$ cat config.mk
export PLATFORM = sky130hd
export DESIGN_NAME = fwd_hazard_ctrl
export DESIGN_NICKNAME = d
export VERILOG_FILES = /design/src/rtl/fwd_hazard_ctrl.sv
export SDC_FILE = /design/constraint.sdc
export NUM_CORES = 1
export LEC_CHECK = 0
export CAP_MARGIN = 20
export CELL_PAD_IN_SITES_DETAIL_PLACEMENT = 1
export CELL_PAD_IN_SITES_GLOBAL_PLACEMENT = 1
export CORE_UTILIZATION = 27
export CTS_BUF_LIST = sky130_fd_sc_hd__clkbuf_4 sky130_fd_sc_hd__clkbuf_8 sky130_fd_sc_hd__clkbuf_16
export CTS_CLUSTER_DIAMETER = 50
export CTS_CLUSTER_SIZE = 20
export DETAILED_ROUTE_END_ITERATION = 8
export GPL_TIMING_DRIVEN = 0
export PLACE_DENSITY = 0.8
export SYNTH_ARGS = -nofsm -noshare
export SYNTH_HDL_FRONTEND = slang
export SYNTH_SLANG_ARGS = --single-unit
$ cat constraint.sdc
create_clock -name clk -period 1.8 [get_ports clk]
set_clock_uncertainty 0.15 [all_clocks]
set_input_delay 0.36 -clock clk [delete_from_list [all_inputs] [get_ports clk]]
set_output_delay 0.36 -clock clk [all_outputs]
set_load 0.02 [all_outputs]
$ cat src/rtl/fwd_hazard_ctrl.sv
// fwd_hazard_ctrl: pipeline hazard controller for the EX stage.
// - Forwarding selects are decided while the consumer is in ID and then
//   registered, so forwardA/forwardB stay stable for the whole EX cycle.
// - Load-use hazards raise stall plus bubble for one cycle.
// - Multi-cycle EX ops (mul/div) hold the pipeline through a countdown FSM.
// - A taken branch flushes IF/ID and ID/EX.
// Optional build macro FWD_STALL_COUNT_EN adds a 32-bit saturating
// stallCount output that counts cycles with stall asserted.

module fwd_hazard_ctrl #(
   parameter int MC_LATENCY = 4,
   parameter int CNT_W      = 4
) (
   input  logic        clk,
   input  logic        reset,
   input  logic [4:0]  ID_rs1,
   input  logic [4:0]  ID_rs2,
   input  logic        ID_useRs1,
   input  logic        ID_useRs2,
   input  logic [4:0]  EX_rd,
   input  logic        EX_regWrite,
   input  logic        EX_memRead,
   input  logic        EX_multiCycle,
   input  logic [4:0]  MEM_rd,
   input  logic        MEM_regWrite,
   input  logic        branchTaken,
   output logic [1:0]  forwardA,
   output logic [1:0]  forwardB,
   output logic        stall,
   output logic        bubble,
   output logic        exHold,
   output logic        flush
`ifdef FWD_STALL_COUNT_EN
   ,
   output logic [31:0] stallCount
`endif
);

   typedef enum logic {
      IDLE    = 1'b0,
      MC_BUSY = 1'b1
   } state_t;

   // Countdown starts one below the latency: the entry cycle in IDLE is
   // already the first EX cycle of the multi-cycle op.
   localparam logic [CNT_W-1:0] MC_INIT = CNT_W'(MC_LATENCY - 1);

   localparam logic [1:0] SEL_REGFILE = 2'd0;
   localparam logic [1:0] SEL_WB      = 2'd1;
   localparam logic [1:0] SEL_MEM     = 2'd2;

   state_t           state;
   logic [CNT_W-1:0] counter;

   logic match_ex_rs1;
   logic match_ex_rs2;
   logic match_mem_rs1;
   logic match_mem_rs2;
   logic load_use;
   logic [1:0] sel_a;
   logic [1:0] sel_b;

   // A producer matches only if it writes a non-x0 destination equal to rs.
   function automatic logic reg_match(input logic       wr,
                                      input logic [4:0] rd,
                                      input logic [4:0] rs);
      return wr && (rd != 5'd0) && (rd == rs);
   endfunction

   // The EX producer is younger than the MEM producer, so it wins.
   function automatic logic [1:0] next_sel(input logic use_rs,
                                           input logic m_ex,
                                           input logic m_mem);
      if (use_rs && m_ex)
         return SEL_MEM;
      else if (use_rs && m_mem)
         return SEL_WB;
      else
         return SEL_REGFILE;
   endfunction

   assign match_ex_rs1  = reg_match(EX_regWrite, EX_rd, ID_rs1);
   assign match_ex_rs2  = reg_match(EX_regWrite, EX_rd, ID_rs2);
   assign match_mem_rs1 = reg_match(MEM_regWrite, MEM_rd, ID_rs1);
   assign match_mem_rs2 = reg_match(MEM_regWrite, MEM_rd, ID_rs2);

   assign load_use = EX_memRead &&
                     ((ID_useRs1 && match_ex_rs1) || (ID_useRs2 && match_ex_rs2));

   assign sel_a = next_sel(ID_useRs1, match_ex_rs1, match_mem_rs1);
   assign sel_b = next_sel(ID_useRs2, match_ex_rs2, match_mem_rs2);

   // FSM state, countdown and the registered forwarding selects.
   always_ff @(posedge clk) begin
      if (reset) begin
         state    <= IDLE;
         counter  <= '0;
         forwardA <= SEL_REGFILE;
         forwardB <= SEL_REGFILE;
      end else begin
         case (state)
            IDLE: begin
               if (branchTaken) begin
                  // ID instruction is squashed, so any load-use is moot.
                  forwardA <= SEL_REGFILE;
                  forwardB <= SEL_REGFILE;
               end else if (EX_multiCycle) begin
                  state   <= MC_BUSY;
                  counter <= MC_INIT;
               end else if (load_use) begin
                  // A bubble enters EX next cycle; it needs no forwarding.
                  forwardA <= SEL_REGFILE;
                  forwardB <= SEL_REGFILE;
               end else begin
                  forwardA <= sel_a;
                  forwardB <= sel_b;
               end
            end
            MC_BUSY: begin
               // Selects hold so the frozen EX instruction keeps its operands.
               if (counter <= CNT_W'(1)) begin
                  state   <= IDLE;
                  counter <= '0;
               end else begin
                  counter <= counter - CNT_W'(1);
               end
            end
            default: begin
               state   <= IDLE;
               counter <= '0;
            end
         endcase
      end
   end

   // Control outputs are combinational from current inputs and state.
   always_comb begin
      stall  = 1'b0;
      bubble = 1'b0;
      exHold = 1'b0;
      flush  = 1'b0;
      if (!reset) begin
         case (state)
            IDLE: begin
               if (branchTaken) begin
                  flush = 1'b1;
               end else if (EX_multiCycle) begin
                  exHold = 1'b1;
                  stall  = 1'b1;
               end else if (load_use) begin
                  stall  = 1'b1;
                  bubble = 1'b1;
               end
            end
            MC_BUSY: begin
               exHold = 1'b1;
               stall  = 1'b1;
            end
            default: begin
               stall = 1'b0;
            end
         endcase
      end
   end

`ifdef FWD_STALL_COUNT_EN
   // Saturating count of stalled cycles.
   always_ff @(posedge clk) begin
      if (reset)
         stallCount <= '0;
      else if (stall && (stallCount != 32'hFFFF_FFFF))
         stallCount <= stallCount + 32'd1;
   end
`endif

endmodule

==> metrics, run 1 <==
most common cell in the netlist=xnor2_1; WL/cell=17.98 um; clock latency on the worst-skew pair=0.28 ns; Worst Path Required=1.29 ns; pwr/cell area=493.0 nW/um^2; most frequent cells after synthesis=xnor2_1, dfxtp_1, xor2_1; total power=0.0006754 W; Final GP Congestion=around 0.74; WHS=0.3242 ns; R2R Path Start=counter[0]; core area=2522 sq um; # fillers=roughly 300; status=finished, violations left; final setup margin=-0.3489 ns; crit end category=output pin; CP Max Fanout=3; Port Buf Inserts=35; setup tns final=-0.6168 ns; Initial DRT Pass Iterations=4; GRT overflow=0; Synth Cell Area=~740 sq um; Slew headroom=between 60% and 70%; largest net degree at the start of global routing=10; initial antenna violation count=0; library cells used by synthesis=35; multi-input logic area=668.1 sq um; main flop type after synthesis=dfxtp_1; I/O pins=37; Synth top area share=between 20 and 25%; Initial Util=29.17%; drt drc=0; TritonCTS Buffers=3; dpl hpwl=between 1.5 and 2 mm; Min-Delay Endpoint=forwardB[1]; Hold Crit Class=reg2reg; register bit total from synthesis=9; share of cells above drive strength 1=38.69%; Max VDD drop=between 0.3 and 0.4 mV; leak pwr=0.5516 nW; remaining antenna violation count=0; Clock transition at path regs=0.07 ns; Antenna Cells=0; FF+latch area=~180 sq um; Synth Instances=87; failing checks=setup timing; Final nets=~170; Vias/cell=5.323; main area contributors after synthesis=dfxtp_1, xnor2_1, xor2_1, ha_1, nand4_1; Synth area leader=dfxtp_1; Die Y=54.20 um; CTS H-tree depth=1; die width=roughly 54 um; clock buffer depth=2; worst hold start=forwardB[1]; Clock Sinks=9; register area share after synthesis=about a quarter; Post-synth EDFFs=0; Final Cycle Share=119.4%; Worst R2R Setup Slack=0.10 ns; hold path depth=1; first-pass GRT wire length=approximately 4.6 mm; warnings from Yosys=0; worst reg-to-reg path cell count=6; CP Launch Type=input port; Synth Net Count=118; routed wire length=3.002 mm; Total GRT Usage=a little under a quarter; FFs w/ async S/R, synth=0%; syn_area_per_cell=8.456 sq um; Final Hold Viols=0; Max Clk Rate=465.3 MHz; WS Path Type=in2out; clk root buf=clkbuf_4; Slew Limit Fails=0; First DRT Iteration DRCs=14; hold buffer count at CTS=0; post-route minimum period=2.149 ns; unrepaired setup endpoints after global routing=yes; Final setup viols=2; via count=889; vias in the first global route=988; total instance count after detailed placement=152; Layout area overhead=86.22%; number of max-cap violations=0; critical path data arrival time=~1.6 ns; FP Rows=18; fin cells=about 170; Crit Reg-Reg Endpoint=counter[3]; CTS tree=done; area of the die=between 2000 and 3000 sq um; worst-margin pin slew=0.5730 ns
[routing by layer]
| metal | share of wire (%) | GRT usage, % |
|---|---|---|
| met1 | 41 | 24.04 |
| met2 | 53 | 41.87 |
| met3 | 4.2 | 3.672 |
| met4 | 1.9 | 12.39 |
| met5 | 0 | 0 |
[critical path: stages]
cell     delay (ns)
buf_8          0.10
or4_4          0.55
o21a_4         0.24
nand4_1        0.17
a21oi_4        0.09
buf_6          0.13
[report_power, final]
group | switching [W] | internal [W] | total, W
clock | 0.0000915 | 0.000101 | 0.000193
sequential | 0.0000117 | 0.000208 | 0.000220
combinational | 0.000127 | 0.000136 | 0.000263
[repair_timing]
action / 4_1_cts / 5_1_grt
endpoints found under the hold margin: 0 / 0
pin swaps: 18 / 11
setup endpoints to repair: 9 / 9
buffers inserted: 18 / 3
resized for setup: 94 / 21
cloned: 0 / 0
[cell families (layout without fill, tap and decap cells)]
family,after synthesis,after routing,synth area share [%]
xor gates and xnor gates,20,20,23.81
AOI/OAI and AO/OA,21,21,21.77
and+or+nand+nor,30,30,23.98
DFF,9,9,24.49
adders and majority gates,2,2,3.401
buffers and inverters,5,55,2.551
[final cells by class]
type / count / share of cell area, %
Buffer: 1 / 0.2740
Clock buffer: 4 / 2.192
Inverter: 3 / 0.8219
Multi-Input combinational cell: 73 / 48.77
Sequential cell: 9 / 13.33
Tap cell: 30 / 2.740
Timing Repair Buffer: 47 / 31.87
[flip-flops by register name, indices dropped and copies added, names as in the netlist]
| name | cells |
|---|---|
| counter | 4 |
| forwardA | 2 |
| forwardB | 2 |
| state | 1 |
[placed cells by master, fill, tap and decap left out, drive strengths merged, types with 2 or more instances in the layout]
master and n:
a21oi 3, a32o 2, buf 24, clkbuf 7, clkdlybuf4s50 8, dfxtp 9, dlygate4sd2 10, dlymetal6s2s 2
ha 2, inv 3, nand2 5, nand3 3, nand4 4, nor2 4, nor3 2, nor4 3
o21a 2, o21ai 3, o21bai 2, o2bb2ai 2, or3 2, or4 2, xnor2 12, xor2 8
[stage by stage]
step                setup slack [ns]  utilization, %  instance area (sq um)
floorplan                   -0.03080               -                  765.7
global placement              -1.233           45.73                   1154
detailed placement            -1.251           45.73                   1154
CTS                          -0.3361           53.13                   1340
global route                 -0.3575           54.32                   1370
finish                       -0.3489           54.32                   1370
[worst max-delay path by stage]
stage,startpoint,to,slack [ns],cells after the start
global route,ID_rs1[3],bubble,-0.36,7
global placement,EX_rd[3],bubble,-1.23,6
CTS,ID_rs2[4],bubble,-0.34,7
finish,EX_rd[1],bubble,-0.35,6
detailed placement,EX_rd[3],bubble,-1.25,6
floorplan,ID_rs1[3],bubble,-0.03,4
Note: power is estimated with default switching activity, not from simulation.
==> inputs of run 2 (changes only) <==
- SLEW_MARGIN: default -> 25
==> results of run 2 <==
No change in the layout: final DEF, timing and power equal those of run 1.
==> inputs of run 3 (changes only) <==
- CORE_ASPECT_RATIO: default -> 1.75
==> metrics, run 3 (same netlist as run 1, synthesis figures left out) <==
fin cells=162 (-3.0%); unrepaired setup endpoints after global routing=yes; Max VDD drop=0.2940 mV (-25%); Port Buf Inserts=35 (unchanged); die width=41.46 um (-24%); design area=1370 sq um (unchanged); Layout area overhead=86.22% (unchanged); status=finished, violations left; initial antenna violation count=0 (unchanged); Vias/cell=5.704 (+7.1%); worst-margin pin slew=0.5536 ns (-0.01940 ns); CP Max Fanout=3 (unchanged); Sw Pwr=0.0002380 W (+3.3%); core area=2522 sq um (unchanged); remaining antenna violation count=0 (unchanged); TritonCTS Buffers=3 (unchanged); Final Cycle Share=119.6% (+0.21 points); clock buffer depth=2 (unchanged); I/O pins=37 (unchanged); Regs by FF count=counter x4, forwardA x2, forwardB x2; Internal=0.0005135 W (+15%); combinational power share=36.0% (-2.9 points); Final setup viols=2 (unchanged); CP Launch Type=input port; GRT overflow=0 (unchanged); dpl ws=-1.267 ns (-0.01571 ns); WS Path Type=in2out; number of max-cap violations=0 (unchanged); largest net degree at the start of global routing=10 (unchanged); Slew Limit Fails=0 (unchanged); Final Hold Viols=0 (unchanged); clock latency on the worst-skew pair=0.24 ns (-0.04 ns); Final nets=168 (-0.59%); Die Y=71.06 um (+31%); Reg power frac=29.3% (-3.2 points); First DRT Iteration DRCs=6 (-8); Initial DRT Pass Iterations=3 (-1); Clock transition at path regs=0.05 ns (-0.02 ns); Biggest register=counter; commonest non-fill, non-tap cell in the layout=xnor2_1; CTS H-tree depth=1 (unchanged); FP Rows=24 (+6); routed wire length=3.293 mm (+9.7%); max reg flops=4 (unchanged); CTS tree=done; Clock Sinks=9 (unchanged); share of cells above drive strength 1=38.97% (+0.28 points); total instance count after detailed placement=148 (-2.6%); Hold Crit Class=reg2reg; WL/cell=20.33 um (+13%); Antenna Cells=0 (unchanged); post-route minimum period=2.153 ns (+0.003773 ns); first-pass GRT wire length=4.892 mm (+7.0%); crit end category=output pin; drt drc=0 (unchanged); Final GP Congestion=0.8141 (+11%); Initial Util=29.17% (unchanged); critical path data arrival time=1.64 ns (about the same); final core utilization=54.32% (unchanged); placed cell area=1149 sq um (-0.43%); switching part of the total=31.67% (-2.4 points); vias in the first global route=1,071 (+8.4%); final setup margin=-0.3527 ns (-0.003773 ns); Total GRT Usage=21.90% (-0.80 points); clock network fraction of total power=34.7% (+6.1 points); leak pwr=0.5218 nW (-5.4%); Worst Path Required=1.29 ns (about the same); most frequent cells in the layout=xnor2_1, clkdlybuf4s50_1, buf_4, dfxtp_1; failing checks=setup timing; via count=924 (+3.9%); area of the die=2946 sq um (+0.28%); Max Clk Rate=464.5 MHz (-0.18%); pwr/cell area=548.5 nW/um^2 (+11%); total power=0.0007515 W (+11%); Slew headroom=63.09% (+1.3 points); clk root buf=clkbuf_8; dpl hpwl=2.226 mm (+15%)
## run 3: per-stage QoR
step                TNS (ns)  hold WS, ns
floorplan           -0.03080       0.3375
global placement      -5.436       0.3002
detailed placement    -5.742       0.3122
CTS                  -0.7098       0.3229
global route         -0.8033       0.3426
finish               -0.6868       0.3182
## run 3: worst max-delay path, stage by stage
cell and delay [ns]:
buf_8 0.10, or4_4 0.55, o21a_1 0.22, nand4_1 0.09
buf_6 0.13, a21oi_4 0.06, buf_6 0.13
## run 3: routing by layer
metal / global-route usage [%] / vias up / wire length (um)
met5: 0 / - / 0
met4: 13.26 / 0 / 167
met3: 2.551 / 14 / 131
met2: 44.79 / 47 / 1978
met1: 18.78 / 447 / 1016
li1: - / 416 / -
## run 3: path summary, 6_finish.rpt
check	start	to	slack, ns	cells past startpoint
setup reg to reg	counter[0]	counter[3]	0.13	6
hold reg to reg	forwardB[0]	forwardB[0]	0.32	1
hold / removal	forwardB[0]	forwardB[0]	0.32	1
setup / recovery	EX_rd[1]	bubble	-0.35	7
## run 3: layout make-up
cell class	instances	area (sq um)
fill	308	1152
multi-input combinational	73	673.1
inverter	3	11.26
buffer	1	3.754
clock buffer	4	48.80
tap	26	32.53
sequential	9	182.7
timing repair buffer	46	417.9
## run 3: what timing repair did
item                                    4_1_cts  5_1_grt
pin swaps                                    14       10
buffers inserted                              9        5
resized for setup                            91       17
endpoints found under the setup margin        9        8
hold buffers                                  0        0
## run 3: power groups by stage
stage | logic (W) | registers [W] | clock network, W
after detailed placement | 0.000227 | 0.000217 | 0
after CTS | 0.000241 | 0.000219 | 0.000257
after global placement | 0.000215 | 0.000217 | 0
after floorplan | 0.000111 | 0.000216 | 0
final | 0.000271 | 0.000220 | 0.000261
after global routing | 0.000288 | 0.000221 | 0.000269
